### config.mk
export PLATFORM = sky130hd
export DESIGN_NAME = uart_frame_parser
export DESIGN_NICKNAME = d
export VERILOG_FILES = /design/src/rtl/uart_frame_parser.sv
export SDC_FILE = /design/constraint.sdc
export NUM_CORES = 1
export LEC_CHECK = 0
export ABC_AREA = 1
export CAP_MARGIN = 20
export CELL_PAD_IN_SITES_DETAIL_PLACEMENT = 1
export CELL_PAD_IN_SITES_GLOBAL_PLACEMENT = 2
export CORE_ASPECT_RATIO = 0.5
export CORE_MARGIN = 2
export CORE_UTILIZATION = 40
export DETAILED_ROUTE_END_ITERATION = 8
export HOLD_SLACK_MARGIN = 0.08
export PLACE_DENSITY = 0.77
export SETUP_SLACK_MARGIN = 0.4
export SLEW_MARGIN = 20
export SYNTH_ARGS = -nofsm -noshare
export SYNTH_HDL_FRONTEND = slang
export SYNTH_SLANG_ARGS = --single-unit
### constraint.sdc
create_clock -name i_clk -period 5.3 [get_ports i_clk]
set_input_delay 1.06 -clock i_clk [delete_from_list [all_inputs] [get_ports i_clk]]
set_output_delay 1.06 -clock i_clk [all_outputs]
set_load 0.01 [all_outputs]
### src/rtl/uart_frame_parser.sv
// Extracts HEAD0 HEAD1 LEN PAYLOAD[LEN] CHK frames from a received byte stream,
// buffers the payload and releases it on a ready/valid stream only when the checksum matches.
module uart_frame_parser #(
  parameter int DATA_WIDTH     = 8,
  parameter logic [7:0] HEAD0  = 8'h55,
  parameter logic [7:0] HEAD1  = 8'hAA,
  parameter int MAX_LEN        = 16,
  parameter int TIMEOUT_CYCLES = 20
) (
  input  logic                  i_clk,
  input  logic                  i_rst,
  input  logic [DATA_WIDTH-1:0] i_rx_data,
  input  logic                  i_rx_valid,
  output logic [DATA_WIDTH-1:0] o_pl_data,
  output logic                  o_pl_valid,
  output logic                  o_pl_last,
  input  logic                  i_pl_ready,
  output logic                  o_frame_done,
  output logic                  o_frame_ok,
  output logic [1:0]            o_err_code,
  output logic                  o_overrun
);

  localparam int AW = (MAX_LEN > 1) ? $clog2(MAX_LEN) : 1;
  localparam int TW = $clog2(TIMEOUT_CYCLES + 1);

  localparam logic [2:0] ST_HUNT0   = 3'd0;
  localparam logic [2:0] ST_HUNT1   = 3'd1;
  localparam logic [2:0] ST_LEN     = 3'd2;
  localparam logic [2:0] ST_PAYLOAD = 3'd3;
  localparam logic [2:0] ST_CHK     = 3'd4;
  localparam logic [2:0] ST_DRAIN   = 3'd5;

  localparam logic [1:0] ERR_OK      = 2'd0;
  localparam logic [1:0] ERR_LEN     = 2'd1;
  localparam logic [1:0] ERR_CHK     = 2'd2;
  localparam logic [1:0] ERR_TIMEOUT = 2'd3;

  logic [2:0]            state_reg;
  logic [7:0]            len_reg;
  logic [7:0]            wr_cnt_reg;
  logic [7:0]            rd_ptr_reg;
  logic [DATA_WIDTH-1:0] sum_reg;
  logic [TW-1:0]         idle_reg;
  logic                  done_reg;
  logic                  ok_reg;
  logic [1:0]            err_reg;
  logic                  overrun_reg;
  logic [DATA_WIDTH-1:0] mem [MAX_LEN];

  logic in_frame;
  logic idle_expired;
  logic len_good;

  assign in_frame     = (state_reg == ST_HUNT1) || (state_reg == ST_LEN) ||
                        (state_reg == ST_PAYLOAD) || (state_reg == ST_CHK);
  assign idle_expired = (idle_reg == TW'(TIMEOUT_CYCLES - 1));
  assign len_good     = (i_rx_data != '0) && (i_rx_data <= DATA_WIDTH'(MAX_LEN));

  // Payload storage has no reset: contents are only ever read after a full frame rewrote them.
  always_ff @(posedge i_clk) begin
    if (state_reg == ST_PAYLOAD && i_rx_valid)
      mem[wr_cnt_reg[AW-1:0]] <= i_rx_data;
  end

  always_ff @(posedge i_clk or negedge i_rst) begin
    if (!i_rst) begin
      state_reg   <= ST_HUNT0;
      len_reg     <= '0;
      wr_cnt_reg  <= '0;
      rd_ptr_reg  <= '0;
      sum_reg     <= '0;
      idle_reg    <= '0;
      done_reg    <= 1'b0;
      ok_reg      <= 1'b0;
      err_reg     <= ERR_OK;
      overrun_reg <= 1'b0;
    end else begin
      done_reg    <= 1'b0;
      overrun_reg <= 1'b0;
      if (in_frame && !i_rx_valid) begin
        // A byte in the expiring cycle takes the other branch, so it always wins over the timeout.
        if (idle_expired) begin
          state_reg <= ST_HUNT0;
          idle_reg  <= '0;
          done_reg  <= 1'b1;
          ok_reg    <= 1'b0;
          err_reg   <= ERR_TIMEOUT;
        end else begin
          idle_reg <= idle_reg + 1'b1;
        end
      end else begin
        if (i_rx_valid)
          idle_reg <= '0;
        case (state_reg)
          ST_HUNT0: begin
            if (i_rx_valid && i_rx_data == HEAD0)
              state_reg <= ST_HUNT1;
          end
          ST_HUNT1: begin
            if (i_rx_data == HEAD1)
              state_reg <= ST_LEN;
            else if (i_rx_data != HEAD0)
              state_reg <= ST_HUNT0;
          end
          ST_LEN: begin
            if (len_good) begin
              len_reg    <= i_rx_data;
              sum_reg    <= i_rx_data;
              wr_cnt_reg <= '0;
              state_reg  <= ST_PAYLOAD;
            end else begin
              state_reg <= ST_HUNT0;
              done_reg  <= 1'b1;
              ok_reg    <= 1'b0;
              err_reg   <= ERR_LEN;
            end
          end
          ST_PAYLOAD: begin
            sum_reg    <= sum_reg + i_rx_data;
            wr_cnt_reg <= wr_cnt_reg + 8'd1;
            if (wr_cnt_reg == len_reg - 8'd1)
              state_reg <= ST_CHK;
          end
          ST_CHK: begin
            done_reg <= 1'b1;
            if (i_rx_data == sum_reg) begin
              state_reg  <= ST_DRAIN;
              rd_ptr_reg <= '0;
              ok_reg     <= 1'b1;
              err_reg    <= ERR_OK;
            end else begin
              state_reg <= ST_HUNT0;
              ok_reg    <= 1'b0;
              err_reg   <= ERR_CHK;
            end
          end
          ST_DRAIN: begin
            if (i_rx_valid)
              overrun_reg <= 1'b1;
            if (i_pl_ready) begin
              rd_ptr_reg <= rd_ptr_reg + 8'd1;
              if (rd_ptr_reg == len_reg - 8'd1)
                state_reg <= ST_HUNT0;
            end
          end
          default: state_reg <= ST_HUNT0;
        endcase
      end
    end
  end

  assign o_pl_valid   = (state_reg == ST_DRAIN);
  assign o_pl_last    = o_pl_valid && (rd_ptr_reg == len_reg - 8'd1);
  assign o_pl_data    = o_pl_valid ? mem[rd_ptr_reg[AW-1:0]] : '0;
  assign o_frame_done = done_reg;
  assign o_frame_ok   = ok_reg;
  assign o_err_code   = err_reg;
  assign o_overrun    = overrun_reg;

endmodule

### Word level (Yosys, flattened, before mapping)

Memories as Yosys holds them, arrays and structs flattened.
Index checks and enable logic that the tools add are counted.

| storage, ports and cells | value |
|---|---|
| RAM bits | 128 |
| memories | 1 |
| output and inout port bits | 15 |
| bits in registers | 45 |
| logic and storage cells | 101 |

| operators by class | value |
|---|---|
| add/sub/neg operators | 5 |
| reductions and logical operators | 20 |
| muxes and demuxes | 41 |
| bitwise operators | 1 |
| equality and inequality tests | 22 |
| order comparisons | 1 |

Memories:

| memory | words | bits a word | read ports | clocked after Yosys merged registers in | write ports | RTL line | source |
|---|---|---|---|---|---|---|---|
| mem | 16 | 8 | 1 | 0 | 1 | 49 | `logic [DATA_WIDTH-1:0] mem [MAX_LEN];` |

Operators with widths:

| operator | count |
|---|---|
| $pmux W8 S2 | 3 |
| $mux W8 | 5 |
| $mux W3 | 9 |
| $eq A8 B8 Y1 | 3 |
| $pmux W3 S6 | 1 |
| $add A8 B1 Y8 const B | 2 |
| $mux W5 | 3 |
| $mux W1 | 12 |
| $mux W2 | 5 |
| $ne A3 B1 Y1 const B | 3 |
| $reduce_and A3 Y1 | 3 |
| $add A8 B8 Y8 | 1 |
| $eq A8 B7 Y1 const B | 1 |
| $eq A8 B8 Y1 const B | 1 |
| $le A8 B5 Y1 const B | 1 |
| $ne A8 B7 Y1 const B | 1 |
| $reduce_bool A8 Y1 | 1 |
| $sub A8 B1 Y8 const B | 1 |
| $eq A3 B2 Y1 const B | 2 |
| $eq A3 B3 Y1 const B | 2 |
| $reduce_and A6 Y1 | 1 |
| $reduce_bool A2 Y1 | 3 |
| $add A5 B1 Y5 const B | 1 |
| $eq A5 B5 Y1 const B | 1 |
| 15 further kinds | 24 |

### Depth between registers and ports, before layout

| depth | value |
|---|---|
| word-level depth | 7 |
| gate-level depth with buffers | 15 |

### Worst setup path after synthesis

OpenSTA, ideal clock, no wires.

| timing | value |
|---|---|
| path kind | register to output |
| from | reg rd_ptr_reg[0] |
| to | out o_pl_data[0] |
| arrival | 1.508 ns |
| path slack | 2.732 ns |
| required time | 4.240 ns |
| cell stages (with the launch flop) | 8 |
| path through | dfrtp_1 inv_1 buf_2 clkbuf_1 nor2_1 o22ai_1 nand2_1 a31oi_1 |

| between the ends | value |
|---|---|
| cells in the longest elaborated chain, start to end | 2 |

Ends and longest elaborated chain:

| item | RTL line | source |
|---|---|---|
| from (decl) | 42 | `logic [7:0] rd_ptr_reg;` |
| from (signal assigned) | 142 | `rd_ptr_reg <= rd_ptr_reg + 8'd1;` |
| $mem_v2 Z16 W8 | -- |  |
| $mux W8 | 155 | `assign o_pl_data = o_pl_valid ? mem[rd_ptr_reg[AW-1:0]] : '0;` |
| to (decl) | 14 | `output logic [DATA_WIDTH-1:0] o_pl_data,` |

No other way between the ends.

### Final worst setup path

| timing | value |
|---|---|
| from | reg rd_ptr_reg[0] |
| to | out o_pl_data[4] |

Same word-level chain as after synthesis.

==> metrics list <==
* Number of buffers added on ports: 26
* Tmin final: roughly 4.2 ns
- For this run, the leading register cell type out of synthesis is sky130_fd_sc_hd__edfxtp_1.
* Share of Yosys cell area claimed by the top area cell type: 47.1%
- Total routing resource utilization after global routing: 22.4%
- Max-capacitance violation count: 0
- Worst hold path type: flip-flop to flip-flop
- Cells with a size suffix above 1 make up 8.78% of the layout.
- STA classifies the critical path endpoint as an output port.
- Number of global-route vias before repair: 6222
- For this block, the via count after detailed routing is 5970.
- Using the TritonRoute via totals, the vias-per-cell ratio works out to 5.44.
- Ordered cell list for the critical path: inv_2 > buf_4 > nor2_1 > o22ai_1 > nand2_1 > a31oi_1 > clkdlybuf4s50_1
- Number of buffers created by CTS: 17
- Number of hold buffers added after cts: 0
- Area of the die: 0.0216 mm^2
- The flow ran to the end, and the final reports show no timing, DRC or antenna violations.
* Total Wirelength: 22800 um
- #FFs+latches synth: 173
- Of the available clock period, the critical path in the final layout requires 79.3%.
- Excluding fillers, the count of instances in the completed layout stands at around 1.1k.
- Fin. Hold Viols: 0
* GPL Wtd Cong: 0.792
- For this configuration, the core starts out at a cell density of between 40 and 50%.
* Wl on met1: ~11000 um
- Clock-pin slew reported for the worst setup and hold paths after clock tree synthesis: 0.07 ns
- STA puts the critical path data arrival time at roughly 3.1 ns.
* Clock skew after layout: 0.0109 ns
* Area of the multi-input gates: 0.00279 mm^2
- The worst setup path is launched from a flip-flop.
- Delay of the slowest cell on the worst path: 0.71 ns
* Leftover overflow at the end of global routing: 0
- Total chip power: 3.72 mW
* Leading post-synthesis cells by instance count: sky130_fd_sc_hd__nand2_1 (129), sky130_fd_sc_hd__edfxtp_1 (128), sky130_fd_sc_hd__nor2_1 (121), sky130_fd_sc_hd__o21ai_0 (81), sky130_fd_sc_hd__inv_1 (52)
- Classification of the worst setup path: flip-flop to output port
- Clock network latency to the later pin of the worst-skew pair: 0.45 ns
- Wire length of the first global-routing pass: around 36000 um
* Initial antenna violation count: 0
- Number of endpoints failing setup at the final stage: 0
* Number of setup buffers added after CTS: 0
- Once detailed placement completed, the half-perimeter wirelength came to roughly 14000 um.
* Net count of the mapped netlist: ~820
* Number of sinks on the clock net: 173
- Cell type contributing the most total cell area after synthesis: sky130_fd_sc_hd__edfxtp_1
- The die is approximately 210 um wide.
- Aggregate negative setup slack: 0 ns
- Transition time of the tightest slew-check pin: 1.10 ns
- Setup slack at placement: 1.38 ns
* Max Clock Freq: about 240 MHz
- Number of warnings reported in the yosys synthesis log: 0
- The core region is 0.0197 mm^2.
- After synthesis, flip-flops and latches occupy 60.9% of the total area.
- Buffers from clock root to sink, at most: 2
- Among cell families on the critical path, the largest total delay comes from buffers and inverters.
- Buf/Inv on CP: 3
* Worst setup margin: 1.10 ns
- Setup repair after global routing left no endpoint under its margin.
- The area growth from synthesis to layout is 13.9%.
- Top routing layer used: met4
- Along the worst path, the maximum fanout reaches 55.
* Number of slew-limit violations in the final report: 0
* Drt initial violations: 374
- At the worst endpoint, the required time is 4.24 ns.
- Layout net count: 845
- Number of cells in the design after placement: 1065
- Number of fill cells in the layout: around 2.2k
- The H-tree was split into 4 levels.
* Pwr/cell area: between 300 and 400 mW/mm^2
- In this run the mean area of a mapped cell was 10.2 um^2.
- Ant. Diodes: 0
- Post-layout utilization of the core: 47.1%
* Chip Height: about 110 um
- In the final routed layout, each cell accounts on average for 20.8 um.
* Ports: 27
- Residual antenna-violating net count after detailed routing: 0
* Detail Route met3 WL: 948 um
* Worst slew margin: 26.2%
* Cells after synthesis: 797
- Most used standard cell by instance count after synthesis: sky130_fd_sc_hd__nand2_1
- Pin count of the biggest net entering global routing: 68
* Master cell of the clock root buffer: sky130_fd_sc_hd__clkbuf_16
- Async S/R FF share, synth: 26.0%
* Std-Cell Rows: 36
- Area occupied by registers: 0.00497 mm^2
- Largest cells by area after synthesis: sky130_fd_sc_hd__edfxtp_1 (47%), sky130_fd_sc_hd__dfrtp_1 (14%), sky130_fd_sc_hd__nand2_1 (5.9%)
- TritonCTS built the clock tree.
- Leakage power total: 3.37 nW
- DRC violation count after routing: 0
- Before antenna repair, the detailed router went through 5 iterations.
- The slowest stage of the critical path is the sky130_fd_sc_hd__inv_2 cell.
- Across the VDD grid, the largest voltage drop is 0.000235 V.
* Synth unique cells: 49
- Post-synth EDFFs: roughly 130
- Detail Route met2 WL: 10600 um
* Max reg flops: about 130
- Post-Synthesis Cell Area: 0.00817 mm^2
- Gates resized during post-CTS repair numbered 0.
[final cells by class]
type,instances,area share [%]
clock inverters,14,2.25
flip-flops and latches,173,53.4
repair buffers,35,3.47
clock buffers,18,4.61
inverters,63,2.61
well taps,266,3.58
multi-input cells,528,30.0
[cell usage in the layout, fill, tap and decap left out, drive strengths merged, types with 5 or more instances in the layout]
cell type,synthesis,final
nand2,133,133
edfxtp,128,128
nor2,126,126
o21ai,86,86
inv,61,66
dfrtp,45,45
nand3,44,44
clkdlybuf4s50,0,25
o22ai,21,21
clkbuf,21,18
nand4,18,18
xor2,17,17
o221ai,15,15
ha,14,14
a31oi,13,13
buf,12,10
a21oi,10,10
o31ai,10,10
nor3,8,8
clkinv,2,5
[metrics by stage]
step / hold WS [ns] / instance area (um^2)
after floorplan: 0.456 / 8170
after global routing: 0.530 / 9300
final: 0.502 / 9300
after global placement: 0.493 / 8660
after CTS: 0.507 / 9300
after detailed placement: 0.489 / 8660
[where the power goes]
| group | switching, mW | leakage [nW] | internal (mW) | total [mW] |
|---|---|---|---|---|
| Sequential | 0.0615 | 1.71 | 1.51 | 1.58 |
| Clock | 0.588 | 0.306 | 0.802 | 1.39 |
| Combinational | 0.515 | 1.36 | 0.240 | 0.754 |
[kinds of logic (layout without fill, tap and decap cells)]
logic type               count (synthesis)  in the layout  share of synthesized area, %
adder cells (fa/ha/maj)                 15             15                          2.39
AO/OA/AOI/OAI                          159            159                          11.7
AND/OR/NAND/NOR                        333            333                          17.9
buffers and inverters                   96            130                          4.93
XOR/XNOR                                20             20                          2.14
flip-flops                             173            173                          60.9
multiplexers                             1              1                         0.123
[per-layer routing]
layer / GRT usage, % / vias up
met5: 0 / -
met4: 4.90 / 0
met3: 5.18 / 12
met2: 35.6 / 94
met1: 31.4 / 3028
li1: - / 2836
[tightest hold or removal path, stage by stage (launching register included)]
cell and delay [ns]:
sky130_fd_sc_hd__dfrtp_1 0.36, sky130_fd_sc_hd__nand2_1 0.06, sky130_fd_sc_hd__nand2_1 0.05
[final timing paths]
path	start	to	slack, ns	cells past startpoint
min in group asynchronous	i_rst	idle_reg[2]$_DFFE_PN0P_	0.71	2
setup reg to reg	state_reg[2]$_DFFE_PN0P_	mem[12][2]$_DFFE_PP_	2.29	5
max in group asynchronous	i_rst	rd_ptr_reg[0]$_DFFE_PN0P_	4.12	2
setup / recovery	rd_ptr_reg[0]$_DFFE_PN0P_	o_pl_data[4]	1.10	7
hold / removal	sum_reg[7]$_DFFE_PN0P_	sum_reg[7]$_DFFE_PN0P_	0.50	2
hold reg to reg	sum_reg[7]$_DFFE_PN0P_	sum_reg[7]$_DFFE_PN0P_	0.50	2
Power figures use the tool's default switching activity.
